File: src/rtl/text_term_pkg.sv
// Shared constants, state encoding and address helper for the text terminal controller.
package text_term_pkg;

    localparam int unsigned COLS   = 70;
    localparam int unsigned ROWS   = 30;
    localparam int unsigned ADDR_W = 12;

    localparam logic [7:0] SPACE = 8'h20;

    typedef enum logic [2:0] {
        StClrAll,
        StIdle,
        StWrite,
        StScroll,
        StClrRow
    } state_e;

    // Linear cell address row*COLS+col, computed at full address width.
    function automatic logic [ADDR_W-1:0] cell_addr(input logic [6:0] x, input logic [4:0] y);
        logic [ADDR_W-1:0] xa;
        logic [ADDR_W-1:0] ya;
        xa = ADDR_W'(x);
        ya = ADDR_W'(y);
        return ya * ADDR_W'(COLS) + xa;
    endfunction

endpackage

File: src/rtl/text_term_ctrl_blink.sv
// Cursor blink generator: free-running half-period counter with a restart input.
module blink_gen #(
    parameter int unsigned BLINK_CYC = 25000000
) (
    input  logic clk_i,
    input  logic reset_i,
    input  logic restart_i,
    output logic blink_on_o
);

    localparam int unsigned CNT_W    = (BLINK_CYC > 1) ? $clog2(BLINK_CYC) : 1;
    localparam logic [CNT_W-1:0] CNT_LAST = CNT_W'(BLINK_CYC - 1);

    logic [CNT_W-1:0] cnt_q, cnt_d;
    logic             blink_q, blink_d;

    // Next counter/phase: restart shows the cursor immediately, else toggle on wrap.
    always_comb begin
        cnt_d   = cnt_q;
        blink_d = blink_q;
        if (restart_i) begin
            cnt_d   = '0;
            blink_d = 1'b1;
        end else if (cnt_q == CNT_LAST) begin
            cnt_d   = '0;
            blink_d = ~blink_q;
        end else begin
            cnt_d = cnt_q + CNT_W'(1);
        end
    end

    // Counter and phase registers.
    always_ff @(posedge clk_i or posedge reset_i) begin
        if (reset_i) begin
            cnt_q   <= '0;
            blink_q <= 1'b0;
        end else begin
            cnt_q   <= cnt_d;
            blink_q <= blink_d;
        end
    end

    assign blink_on_o = blink_q;

endmodule

File: src/rtl/text_term_ctrl.sv
// Text terminal controller: turns key events into character-RAM writes, cursor moves
// and full-screen scrolling, and drives cursor position/blink to the renderer.
module text_term_ctrl
    import text_term_pkg::*;
#(
    parameter int unsigned BLINK_CYC = 25000000
) (
    input  logic              clk,
    input  logic              reset,
    input  logic              if_press,
    input  logic [7:0]        ascii,
    input  logic              if_back,
    input  logic              if_enter,
    output logic              wr_en,
    output logic [ADDR_W-1:0] wr_addr,
    output logic [7:0]        wr_data,
    output logic [ADDR_W-1:0] rd_addr,
    input  logic [7:0]        rd_data,
    output logic [6:0]        cursor_x,
    output logic [4:0]        cursor_y,
    output logic              blink_on,
    output logic              busy
);

    localparam logic [6:0]        X_LAST        = 7'(COLS - 1);
    localparam logic [4:0]        Y_LAST        = 5'(ROWS - 1);
    localparam logic [ADDR_W-1:0] COLS_A        = ADDR_W'(COLS);
    localparam logic [ADDR_W-1:0] CELLS_LAST    = ADDR_W'(COLS * ROWS - 1);
    localparam logic [ADDR_W-1:0] LAST_ROW_BASE = ADDR_W'((ROWS - 1) * COLS);
    localparam logic [ADDR_W-1:0] COPY_LAST     = ADDR_W'((ROWS - 1) * COLS - 1);
    localparam logic [ADDR_W-1:0] ROW_LAST      = ADDR_W'(COLS - 1);

    state_e            state_q, state_d;
    logic [ADDR_W-1:0] cnt_q, cnt_d;
    logic [6:0]        cx_q, cx_d;
    logic [4:0]        cy_q, cy_d;
    logic              wr_en_q, wr_en_d;
    logic [ADDR_W-1:0] wr_addr_q, wr_addr_d;
    logic [7:0]        wr_data_q, wr_data_d;
    logic              copy_q, copy_d;
    logic [ADDR_W-1:0] rd_addr_q, rd_addr_d;
    logic              scroll_pend_q, scroll_pend_d;
    logic              accept;
    logic              printable;

    assign printable = (ascii >= 8'h20) && (ascii <= 8'h7E);

    // Next-state, cursor and registered write-port decode.
    always_comb begin
        state_d       = state_q;
        cnt_d         = cnt_q;
        cx_d          = cx_q;
        cy_d          = cy_q;
        wr_en_d       = 1'b0;
        wr_addr_d     = wr_addr_q;
        wr_data_d     = wr_data_q;
        copy_d        = 1'b0;
        rd_addr_d     = rd_addr_q;
        scroll_pend_d = scroll_pend_q;
        accept        = 1'b0;
        case (state_q)
            // Reset holds wr_en low for the first cycle, so the final clear
            // write is presented in the first IDLE cycle.
            StClrAll: begin
                wr_en_d   = 1'b1;
                wr_addr_d = cnt_q;
                wr_data_d = SPACE;
                if (cnt_q == CELLS_LAST) begin
                    state_d = StIdle;
                    cnt_d   = '0;
                end else begin
                    cnt_d = cnt_q + ADDR_W'(1);
                end
            end
            StIdle: begin
                if (if_enter) begin
                    accept = 1'b1;
                    cx_d   = '0;
                    if (cy_q != Y_LAST) begin
                        cy_d = cy_q + 5'd1;
                    end else begin
                        state_d   = StScroll;
                        cnt_d     = '0;
                        rd_addr_d = COLS_A;
                    end
                end else if (if_back) begin
                    if (cx_q != '0 || cy_q != '0) begin
                        accept    = 1'b1;
                        state_d   = StWrite;
                        wr_en_d   = 1'b1;
                        wr_data_d = SPACE;
                        if (cx_q != '0) begin
                            cx_d = cx_q - 7'd1;
                        end else begin
                            cx_d = X_LAST;
                            cy_d = cy_q - 5'd1;
                        end
                        wr_addr_d = cell_addr(cx_d, cy_d);
                    end
                end else if (if_press && printable) begin
                    accept    = 1'b1;
                    state_d   = StWrite;
                    wr_en_d   = 1'b1;
                    wr_addr_d = cell_addr(cx_q, cy_q);
                    wr_data_d = ascii;
                    if (cx_q != X_LAST) begin
                        cx_d = cx_q + 7'd1;
                    end else begin
                        cx_d = '0;
                        if (cy_q != Y_LAST) cy_d = cy_q + 5'd1;
                        else                scroll_pend_d = 1'b1;
                    end
                end
            end
            StWrite: begin
                if (scroll_pend_q) begin
                    state_d       = StScroll;
                    cnt_d         = '0;
                    rd_addr_d     = COLS_A;
                    scroll_pend_d = 1'b0;
                end else begin
                    state_d = StIdle;
                end
            end
            // cnt_q is the scroll cycle index: read row+1 now, write the word read
            // last cycle (data taken straight from rd_data via copy_q).
            StScroll: begin
                if (cnt_q == LAST_ROW_BASE) begin
                    state_d   = StClrRow;
                    cnt_d     = '0;
                    wr_en_d   = 1'b1;
                    wr_addr_d = LAST_ROW_BASE;
                    wr_data_d = SPACE;
                end else begin
                    wr_en_d   = 1'b1;
                    wr_addr_d = cnt_q;
                    copy_d    = 1'b1;
                    cnt_d     = cnt_q + ADDR_W'(1);
                    if (cnt_q != COPY_LAST) rd_addr_d = rd_addr_q + ADDR_W'(1);
                end
            end
            StClrRow: begin
                if (cnt_q == ROW_LAST) begin
                    state_d = StIdle;
                    cnt_d   = '0;
                end else begin
                    wr_en_d   = 1'b1;
                    wr_addr_d = wr_addr_q + ADDR_W'(1);
                    wr_data_d = SPACE;
                    cnt_d     = cnt_q + ADDR_W'(1);
                end
            end
            default: state_d = StClrAll;
        endcase
    end

    // State, cursor and write/read port registers.
    always_ff @(posedge clk or posedge reset) begin
        if (reset) begin
            state_q       <= StClrAll;
            cnt_q         <= '0;
            cx_q          <= '0;
            cy_q          <= '0;
            wr_en_q       <= 1'b0;
            wr_addr_q     <= '0;
            wr_data_q     <= SPACE;
            copy_q        <= 1'b0;
            rd_addr_q     <= '0;
            scroll_pend_q <= 1'b0;
        end else begin
            state_q       <= state_d;
            cnt_q         <= cnt_d;
            cx_q          <= cx_d;
            cy_q          <= cy_d;
            wr_en_q       <= wr_en_d;
            wr_addr_q     <= wr_addr_d;
            wr_data_q     <= wr_data_d;
            copy_q        <= copy_d;
            rd_addr_q     <= rd_addr_d;
            scroll_pend_q <= scroll_pend_d;
        end
    end

    blink_gen #(
        .BLINK_CYC(BLINK_CYC)
    ) u_blink (
        .clk_i     (clk),
        .reset_i   (reset),
        .restart_i (accept),
        .blink_on_o(blink_on)
    );

    assign wr_en    = wr_en_q;
    assign wr_addr  = wr_addr_q;
    assign wr_data  = copy_q ? rd_data : wr_data_q;
    assign rd_addr  = rd_addr_q;
    assign cursor_x = cx_q;
    assign cursor_y = cy_q;
    assign busy     = (state_q != StIdle);

endmodule

File: config.mk
export PLATFORM = sky130hd
export DESIGN_NAME = text_term_ctrl
export DESIGN_NICKNAME = d
export VERILOG_FILES = /design/src/rtl/text_term_pkg.sv /design/src/rtl/text_term_ctrl_blink.sv /design/src/rtl/text_term_ctrl.sv
export SDC_FILE = /design/constraint.sdc
export NUM_CORES = 1
export LEC_CHECK = 0
export BUFFER_PORTS_ARGS = -buffer_cell sky130_fd_sc_hd__clkbuf_2
export CAP_MARGIN = 20
export CORE_MARGIN = 2
export CORE_UTILIZATION = 31
export CTS_CLUSTER_DIAMETER = 60
export DETAILED_ROUTE_END_ITERATION = 8
export GPL_TIMING_DRIVEN = 0
export MAX_ROUTING_LAYER = met4
export PLACE_DENSITY = 0.46
export RECOVER_POWER = 100
export SLEW_MARGIN = 20
export SYNTH_ARGS = -nofsm -noshare
export SYNTH_HDL_FRONTEND = slang
export SYNTH_SLANG_ARGS = --single-unit
export TNS_END_PERCENT = 100
File: constraint.sdc
create_clock -name clk -period 4.8 [get_ports clk]
set_input_delay 0 -clock clk [delete_from_list [all_inputs] [get_ports clk]]
set_output_delay 0 -clock clk [all_outputs]
set_load 0.02 [all_outputs]
==> results by group <==
STA
  – RSZ-0062 raised after global routing: false
  – Final Hold Fails: 0
  – Worst slew pin tran: 2.19 ns
  – Worst setup margin: 0.185 ns
  – Slew Limit Fails: 46
  – Clk_skew: 0.0127 ns
  – Rel. slew slack: -46.6%
  – Final setup violation count: 0
  – Final period util: 96.1%
  – Post-route minimum period: 4.61 ns
  – Fmax: 217 MHz

Outcome
  – Failing checks: max-capacitance violations, max-slew violations
  – Status: finished with violations

Setup path
  – Critical path startpoint category: flop
  – Required @ worst endpoint: 5.08 ns
  – FF-to-FF Start: cursor_x[1]$_DFFE_PP0P_
  – CP max FO: 6
  – CP Data Arrival Time: 4.89 ns
  – R2R depth: 19
  – Worst Setup SP: cursor_x[1]$_DFFE_PP0P_
  – Critical path class: flop to flop
  – Crit end category: flop
  – Reg-to-reg setup timing slack: 0.19 ns
  – Reg2reg end: wr_addr[11]$_DFFE_PP0P_

Detailed routing
  – Drt total wl: 19900 um
  – ANT nets after route: 0
  – Drt first-iter violations: 296
  – Routed len/inst: 16.9 um
  – Vias: 6089
  – Drt drc: 0
  – TritonRoute pass-1 iters: 5
  – Vias per inst: 5.18

Synth
  – Area leader, netlist: dfrtp_1
  – Yosys cell types: 75
  – Predominant post-synthesis flop cell: dfrtp_1
  – Post-Syn Instances: 799
  – Post-synth EDFFs: 0
  – Area contributors post-synth: dfrtp_1 32%, ha_1 9.4%, nor2_1 4.9%
  – Post-synth ARST share: 100%
  – Synth warn: 0
  – Synthesized area per cell: 8.46 um2
  – Syn_nets: 875
  – Flops & latches, synth: 88
  – Area share of the largest cell type after synthesis: 32.2%
  – Syn Std Cell Area: 0.00676 mm2
  – Sequential area share after synthesis: 32.6%

Die
  – # IOs: 68
  – # rows: 54
  – Die H: 152 um
  – Core Box Area: 0.0216 mm2
  – Chip Width: 152 um
  – DIE AREA: 0.0230 mm2
  – Initial core utilization: 31.3%

Global routing
  – Initial antenna violation count: 0
  – First-pass GRT wire length: 31900 um
  – Gr ovfl total: 0
  – Vias in the first global route: 5938
  – Largest net degree at the start of global routing: 47
  – All-Layer GR Usage: 18.3%

Min path
  – Hold crit path type: input pin to flop
  – Worst Min Path Start: ascii[5]
  – Hold depth: 3
  – Hold Path Sink: wr_data_q[5]$_DFFE_PP1P_

Clocking
  – TritonCTS Buffers: 9
  – Clock transition at path regs: 0.08 ns
  – Clock root cell: clkbuf_16
  – Clock Tree Buf Depth: 2
  – Clock Latency Late Sink: 0.36 ns
  – Clock sinks: 88
  – CTS H-tree lvls: 3
  – CTS tree: done

Finish
  – Most frequent cells in the layout: 88 x nor2_1, 85 x dfrtp_1, 73 x nand2_1
  – Commonest non-fill, non-tap cell in the layout: nor2_1
  – Nets: 967
  – Area Growth Syn to Fin: 16.7%
  – Share of post-route cells with drive strength above 1: 9.60%
  – Antenna diodes: 0

Placed design
  – RePlAce Congestion: 0.804
  – Number of port buffers: 66
  – Pre-CTS setup slack: -0.311 ns
  – Hpwl dp: 14800 um

Flow run
  – Max Cap Viol: 1
## layout make-up
| class | instances | area, um2 |
|---|---|---|
| Buffer | 28 | 130 |
| Multi-Input combinational cell | 643 | 4320 |
| Inverter | 40 | 151 |
| Sequential cell | 88 | 2210 |
| Clock inverter | 7 | 78.8 |
| Timing Repair Buffer | 81 | 423 |
| Tap cell | 280 | 350 |
| Clock buffer | 9 | 225 |
| Fill cell | 2319 | 13700 |
## registers in the layout (all words and copies together), names as in the netlist
name and count:
wr_en 1, state_q 3, cnt_q 12, scroll_pend_q 1, cursor_y 5, copy_q 1, cursor_x 7, wr_addr 12
wr_data_q 8, u_blink.cnt_q 25, rd_addr 12, u_blink.blink_on_o 1
## critical path: stages (launching register included)
cell      delay [ns]
dfrtp_2         0.48
inv_1           0.12
ha_2            0.22
or3b_4          0.43
nor4b_2         0.34
xor2_2          0.29
xnor2_1         0.16
ha_1            0.16
inv_1           0.05
fa_1            0.37
inv_1           0.06
ha_1            0.26
nor2b_1         0.16
o21ai_0         0.30
xor2_2          0.14
buf_2           0.18
or3_1           0.31
o22ai_1         0.18
a221oi_1        0.11
nor3_1          0.18
## repair_timing
| item | in CTS | in global routing |
|---|---|---|
| pin swaps | 2 | 3 |
| resized for setup | 7 | 11 |
| endpoints found under the hold margin | 52 | 0 |
| setup buffers | 2 | 4 |
| endpoints found under the setup margin | 6 | 6 |
| hold buffers | 8 | 0 |
## cells in the mapped netlist (all sizes together) (5+ instances only)
cell type and number:
nor2 89, xor2 29, and2 10, o22ai 7, or3 9, nand4 11
nor4 7, mux2 9, inv 39, dfrtp 87, a31oi 7, a22oi 5
xnor2 37, ha 51, buf 7, and3 11, nor2b 14, o211ai 7
nand2 73, o31ai 11, clkbuf 21, nand2b 9, a21oi 41, a21o 7
o21a 6, a211oi 9, nand3 28, o21ai 68, nor3 23
## cell families after synthesis
group / synth area share, %
XOR/XNOR: 8.67
multiplexers: 2.09
adder cells (fa/ha/maj): 10.6
AND/OR/NAND/NOR: 22.0
flip-flops: 32.6
AO/OA/AOI/OAI: 19.9
buffers and inverters: 4.09
## metrics by stage
step	util, %	instance area (um2)	hold WS [ns]	setup TNS (ns)	std cells
2_1_floorplan	-	6760	0.127	0	799
3_3_place_gp	34.4	7440	0.241	-0.829	1145
3_5_place_dp	34.6	7470	0.0582	-0.842	1146
4_1_cts	36.5	7900	0.0353	0	1172
5_1_grt	36.5	7890	0.0748	0	1176
6_report	36.5	7890	0.0408	0	1176
## worst max path at each step
stage	slack (ns)	end	depth (start not counted)
finish	0.19	wr_addr[11]$_DFFE_PP0P_	19
global route	0.008	wr_addr[10]$_DFFE_PP0P_	18
CTS	0.02	wr_addr[10]$_DFFE_PP0P_	19
detailed placement	-0.31	wr_addr[10]$_DFFE_PP0P_	17
global placement	-0.28	wr_addr[10]$_DFFE_PP0P_	17
floorplan	0.45	wr_addr[10]$_DFFE_PP0P_	18
## layer usage
layer	global-route usage [%]	up-vias	share of wire [%]
li1	-	3048	-
met1	25.3	2902	50
met2	28.6	127	45
met3	2.40	12	4.1
met4	4.17	0	0.89
met5	-	-	0
Power is not shown: default switching activity piles up to over one toggle a cycle in this logic, so the estimate is an artifact.
